$ cat config.mk
export PLATFORM = sky130hd
export DESIGN_NAME = ifetch_bus_flat
export DESIGN_NICKNAME = d
export VERILOG_FILES = /design/src/rtl/ifetch_bus_pkg.sv /design/src/rtl/ifetch_bus_if.sv /design/src/rtl/ifetch_bus.sv /design/src/flat_wrapper.sv
export SDC_FILE = /design/constraint.sdc
export NUM_CORES = 1
export LEC_CHECK = 0
export ABC_AREA = 1
export CAP_MARGIN = 30
export CORE_UTILIZATION = 37
export CTS_CLUSTER_DIAMETER = 150
export CTS_CLUSTER_SIZE = 8
export DETAILED_ROUTE_END_ITERATION = 8
export HOLD_SLACK_MARGIN = 0.1
export PLACE_DENSITY = 0.77
export SLEW_MARGIN = 40
export SYNTH_ARGS = -nofsm -noshare
export SYNTH_HDL_FRONTEND = slang
export SYNTH_SLANG_ARGS = --single-unit
$ cat constraint.sdc
create_clock -name clk -period 1.7 [get_ports clk]
set_clock_uncertainty 0.2 [all_clocks]
set_input_delay 0.425 -clock clk [delete_from_list [all_inputs] [get_ports clk]]
set_output_delay 0.425 -clock clk [all_outputs]
set_load 0.1 [all_outputs]
$ cat src/rtl/ifetch_bus_pkg.sv
// Shared types and constants for the instruction-fetch bus master.
package ifetch_pkg;

    // Legacy state encodings; the enum below is bound to these values.
    localparam logic [2:0] S_IDLE  = 3'd0;
    localparam logic [2:0] S_ADDR  = 3'd1;
    localparam logic [2:0] S_DATA  = 3'd2;
    localparam logic [2:0] S_RESP  = 3'd3;
    localparam logic [2:0] S_DRAIN = 3'd4;

    typedef enum logic [2:0] {
        IDLE  = S_IDLE,
        ADDR  = S_ADDR,
        DATA  = S_DATA,
        RESP  = S_RESP,
        DRAIN = S_DRAIN
    } state_e;

    localparam logic [1:0] FE_OK       = 2'b00;
    localparam logic [1:0] FE_MISALIGN = 2'b01;
    localparam logic [1:0] FE_BUSERR   = 2'b10;
    localparam logic [1:0] FE_TIMEOUT  = 2'b11;

    localparam logic [31:0] RV_NOP = 32'h0000_0013;

endpackage

$ cat src/rtl/ifetch_bus_if.sv
// Single-beat AXI4-Lite-style read channel used by the fetch bus master.
interface ifetch_bus_if;

    logic [63:0] araddr;
    logic        arvalid;
    logic        arready;
    logic [63:0] rdata;
    logic [1:0]  rresp;
    logic        rvalid;
    logic        rready;

    modport master (
        output araddr, arvalid, rready,
        input  arready, rdata, rresp, rvalid
    );

    modport slave (
        input  araddr, arvalid, rready,
        output arready, rdata, rresp, rvalid
    );

endinterface

$ cat src/rtl/ifetch_bus.sv
// Instruction-fetch bus master: one 64-bit read per fetch, returns the selected
// 32-bit word with a one-cycle update strobe; faults are turned into a NOP.
module ifetch_bus
    import ifetch_pkg::*;
#(
    parameter int unsigned TIMEOUT_CYC = 255,
    parameter logic [31:0] NOP_INSTR   = RV_NOP
) (
    input  logic        clk,
    input  logic        rstn,
    input  logic        fetch_en,
    input  logic [63:0] pc,
    output logic [31:0] instr,
    output logic        update,
    output logic [1:0]  fetch_err,
    output logic        busy,
    ifetch_bus_if.master bus
);

    localparam int unsigned    CNT_W   = $clog2(TIMEOUT_CYC + 1);
    localparam logic [CNT_W-1:0] CNT_MAX = CNT_W'(TIMEOUT_CYC - 1);

    state_e           state;
    logic             req_sel;
    logic             drain_pending;
    logic [CNT_W-1:0] cnt;
    logic [63:0]      araddr_q;
    logic             arvalid_q;

    always_ff @(posedge clk or negedge rstn) begin
        if (!rstn) begin
            state         <= IDLE;
            instr         <= NOP_INSTR;
            fetch_err     <= FE_OK;
            araddr_q      <= '0;
            arvalid_q     <= 1'b0;
            cnt           <= '0;
            req_sel       <= 1'b0;
            drain_pending <= 1'b0;
        end else begin
            case (state)
                IDLE: begin
                    if (fetch_en) begin
                        if (pc[1:0] == 2'b00) begin
                            req_sel   <= pc[2];
                            araddr_q  <= {pc[63:3], 3'b000};
                            arvalid_q <= 1'b1;
                            state     <= ADDR;
                        end else begin
                            instr         <= NOP_INSTR;
                            fetch_err     <= FE_MISALIGN;
                            drain_pending <= 1'b0;
                            state         <= RESP;
                        end
                    end
                end
                ADDR: begin
                    // arvalid is always high here, so arready alone completes the handshake.
                    if (bus.arready) begin
                        arvalid_q <= 1'b0;
                        cnt       <= '0;
                        state     <= DATA;
                    end
                end
                DATA: begin
                    if (bus.rvalid) begin
                        if (bus.rresp == 2'b00) begin
                            instr     <= req_sel ? bus.rdata[63:32] : bus.rdata[31:0];
                            fetch_err <= FE_OK;
                        end else begin
                            instr     <= NOP_INSTR;
                            fetch_err <= FE_BUSERR;
                        end
                        drain_pending <= 1'b0;
                        state         <= RESP;
                    end else if (cnt == CNT_MAX) begin
                        instr         <= NOP_INSTR;
                        fetch_err     <= FE_TIMEOUT;
                        drain_pending <= 1'b1;
                        state         <= RESP;
                    end else begin
                        cnt <= cnt + 1'b1;
                    end
                end
                RESP: begin
                    state <= drain_pending ? DRAIN : IDLE;
                end
                DRAIN: begin
                    // The late response of a timed-out read is swallowed here.
                    if (bus.rvalid) begin
                        drain_pending <= 1'b0;
                        state         <= IDLE;
                    end
                end
                default: state <= IDLE;
            endcase
        end
    end

    assign update      = (state == RESP);
    assign busy        = (state != IDLE);
    assign bus.araddr  = araddr_q;
    assign bus.arvalid = arvalid_q;
    assign bus.rready  = (state == DATA) || (state == DRAIN);

endmodule

$ cat src/flat_wrapper.sv
// flat-port wrapper written by rule: the top's interface ports become plain ports
module ifetch_bus_flat import ifetch_pkg::*;
#(
    parameter int unsigned TIMEOUT_CYC = 255,
    parameter logic [31:0] NOP_INSTR   = RV_NOP
)
  (clk, rstn, fetch_en, pc, instr, update, fetch_err, busy, bus_araddr, bus_arvalid, bus_rready, bus_arready, bus_rdata, bus_rresp, bus_rvalid);
  ifetch_bus_if bus_i ();
  input  logic clk;
  input  logic rstn;
  input  logic fetch_en;
  input  logic [63:0] pc;
  output logic [31:0] instr;
  output logic update;
  output logic [1:0] fetch_err;
  output logic busy;
  output wire logic [$bits(bus_i.araddr)-1:0] bus_araddr;
  output wire logic [$bits(bus_i.arvalid)-1:0] bus_arvalid;
  output wire logic [$bits(bus_i.rready)-1:0] bus_rready;
  input wire logic [$bits(bus_i.arready)-1:0] bus_arready;
  input wire logic [$bits(bus_i.rdata)-1:0] bus_rdata;
  input wire logic [$bits(bus_i.rresp)-1:0] bus_rresp;
  input wire logic [$bits(bus_i.rvalid)-1:0] bus_rvalid;
  assign bus_araddr = bus_i.araddr;
  assign bus_arvalid = bus_i.arvalid;
  assign bus_rready = bus_i.rready;
  assign bus_i.arready = bus_arready;
  assign bus_i.rdata = bus_rdata;
  assign bus_i.rresp = bus_rresp;
  assign bus_i.rvalid = bus_rvalid;
  ifetch_bus #(.TIMEOUT_CYC(TIMEOUT_CYC), .NOP_INSTR(NOP_INSTR)) u_core (.clk(clk), .rstn(rstn), .fetch_en(fetch_en), .pc(pc), .instr(instr), .update(update), .fetch_err(fetch_err), .busy(busy), .bus(bus_i));
endmodule
==> impl_metrics.py <==
metrics = {
    "floorplan": {
        "start_util_pct": 38.3,
        "dieHeight_um": 117,
        "dieArea_um2": 13700,
        "core_um2": 12800,
        "rows": 41,
        "chipWidth_um": 117,
        "io_pins": 237,
    },
    "timing": {
        "min_period_ns": 2.08,
        "fin_ws_ns": -0.381,
        "max_freq_ghz": 0.481,
        "maxSlewViolCount": 0,
        "rsz0062_at_grt": "true",
        "setup_viol": 103,
        "fin_crit_sh_pct": 122,
        "finalHoldViolCount": 0,
    },
    "layout": {
        "final_util_pct": 79.8,
        "areaGrowthSynthToFinish_pct": 108,
        "layout-drive-gt1-share_pct": 45.4,
        "nNetsFinal": 999,
        "n_fill_cell": 717,
        "multi_input_area_um2": 2520,
        "seq_area_um2": 2740,
        "antenna_cells": 0,
    },
    "min_path": {
        "hold_start": "u_core.drain_pending",
        "min_to": "u_core.state[2]",
        "holdPathStages": 2,
        "hp-class": "register to register",
    },
    "grt": {
        "grt_pass1_wl_mm": 27.2,
        "antenna_found_initial": 0,
        "grtUsageTotal_pct": 26.7,
        "grt_max_degree": 47,
        "grt-ovfl-total": 0,
        "grt_pass1_vias": 5349,
    },
    "clocking": {
        "numCtsBuffers": 9,
        "cts_root_buf": "clkbuf_16",
        "clockBufferDepth": 2,
        "clk_pin_slew_ns": 0.08,
        "htree_levels": 3,
        "cts_sinks": 109,
        "clock_latency_ns": 0.35,
        "cts_tree": "yes",
    },
    "synth": {
        "synth_top_cell_area_share_pct": 54.2,
        "ys.flop_type": "dfrtp_1",
        "yosys-top-cells-area": "dfrtp_1, nand2_1, o21ai_0",
        "syn_avg_cell_area_um2": 8.49,
        "ys_seq_area_share_pct": 55.8,
        "yosys_register_bits": 109,
        "syn_inst": 577,
        "synth_top_area_cell": "dfrtp_1",
        "synth_edf_count": 0,
        "synth_area_um2": 4900,
        "async_flop_share_pct": 100,
        "yosys_warnings": 0,
        "ys_types": 30,
    },
    "setup_path": {
        "rrSetupSlack_ns": -0.21,
        "required_ns": 1.07,
        "crit_fanout": 4,
        "cpPeakStageDelay_ns": 0.42,
        "critPathKind": "register to output pin",
        "crit_arrival_ns": 1.46,
        "cp_slowest_cell": "dfrtp_2",
        "worstReg2RegEnd": "u_core.bus.araddr[8]",
        "cp-start-kind": "register",
        "ff2ff_path_depth": 10,
        "crit_path_end_kind": "output pin",
        "cp_cell_sequence": "buf_4, clkinvlp_4, o21ai_4, buf_12",
        "r2r-start": "u_core.state[0]",
    },
    "detailed_routing": {
        "vias_per_cell": 5.02,
        "routedWlPerCell_um": 18.2,
        "wl_met1_mm": 6.95,
        "route.met3.wl_um": 979,
        "drc_errors": 0,
        "dr_wl_met2_mm": 10.1,
        "highest_layer": "met4",
        "drtAntennaViolNets": 0,
        "num_vias": 5217,
        "dr.first_iter.drc_count": 293,
        "drt_pass1_iterations": 5,
        "wirelength_mm": 18.9,
    },
    "placed_design": {
        "hpwl_mm": 11.1,
        "gp_congestion": 0.909,
        "io_buffer_count": 233,
    },
    "run_status": {
        "violations": "setup timing",
        "outcome": "finished with violations",
    },
    "job": {
        "maxCapViolations": 0,
    },
}
-- cells in the final DEF (no fill, tap or decap), types with 21 or more instances in the layout --
| master | n |
|---|---|
| dfrtp_1 | 103 |
| clkdlybuf4s50_1 | 131 |
| o21ai_2 | 21 |
| nand2_2 | 94 |
| nand2_1 | 142 |
| or2_2 | 31 |
| buf_12 | 110 |
| nand2_4 | 37 |
| o21ai_0 | 36 |
| buf_4 | 31 |
-- synthesized netlist by cell type, types with 4 or more instances --
cell,number
nand2_1,267
dfrtp_1,106
o21ai_0,59
or2_2,31
inv_1,15
clkbuf_1,14
nand3_1,13
nor2_1,13
buf_4,10
o21ai_2,10
nand2_4,6
inv_2,4
-- how the worst max path moves through the flow --
stage	to	start	slack, ns
final	bus_rready	u_core.state[2]	-0.38
after detailed placement	u_core.bus.araddr[45]	pc[1]	-0.45
after global placement	u_core.bus.araddr[22]	pc[1]	-0.42
after floorplan	bus_rready	u_core.state[1]	-0.14
after CTS	bus_rready	u_core.state[2]	-0.33
after global routing	bus_rready	u_core.state[2]	-0.42
-- final cells by class --
| cell class | instances | share of cell area, % |
|---|---|---|
| repair buffers | 300 | 42.0 |
| flip-flops and latches | 109 | 26.8 |
| multi-input cells | 422 | 24.7 |
| clock buffers | 10 | 2.25 |
| well taps | 172 | 2.11 |
| inverters | 19 | 0.933 |
| clock inverters | 6 | 0.921 |
| repair inverters | 1 | 0.196 |
-- registers in the layout, summed over array words and instances (netlist names) --
name                  count
u_core.bus.araddr        61
u_core.bus.arvalid        1
u_core.cnt                8
u_core.drain_pending      1
u_core.fetch_err          2
u_core.instr             32
u_core.req_sel            1
u_core.state              3
-- metal layers --
metal	up-vias	GRT usage, %
li1	2385	-
met1	2550	29.4
met2	221	46.9
met3	61	5.92
met4	0	16.5
met5	-	0
-- cell families (layout without fill, tap and decap cells) --
kind of cell | after synthesis | after routing | synth area share (%)
buffers and inverters | 48 | 336 | 5.01
adders and majority gates | 2 | 2 | 0.511
DFF | 109 | 109 | 55.8
other | 1 | 3 | 0.0766
AOI/OAI and AO/OA | 74 | 74 | 8.43
and+or+nand+nor | 341 | 341 | 29.9
xor gates and xnor gates | 2 | 2 | 0.358
-- critical path: cells and delay by family, from the launching register on --
kind | cells | cell delay [ns]
buffers and inverters | 3 | 0.49
DFF | 1 | 0.42
AOI/OAI and AO/OA | 1 | 0.19
-- through the flow --
stage	instances	TNS [ns]	setup slack (ns)	hold slack [ns]	instance area, um^2
detailed placement	985	-40.51	-0.452	0.241	8640
CTS	1031	-15.31	-0.335	0.285	9810
global route	1039	-22.00	-0.423	0.319	10200
floorplan	579	-0.262	-0.137	-0.0706	4940
finish	1039	-15.37	-0.381	0.299	10200
global placement	985	-39.05	-0.422	0.246	8640
-- timing repair --
item,in CTS,in global routing
gates resized for setup,148,98
hold buffers,1,0
hold endpoints to repair,106,0
pin swaps,30,19
gates cloned,15,2
setup buffers,15,9
setup endpoints to repair,89,112
Power is not shown: default switching activity piles up to over one toggle a cycle in this logic, so the estimate is an artifact.
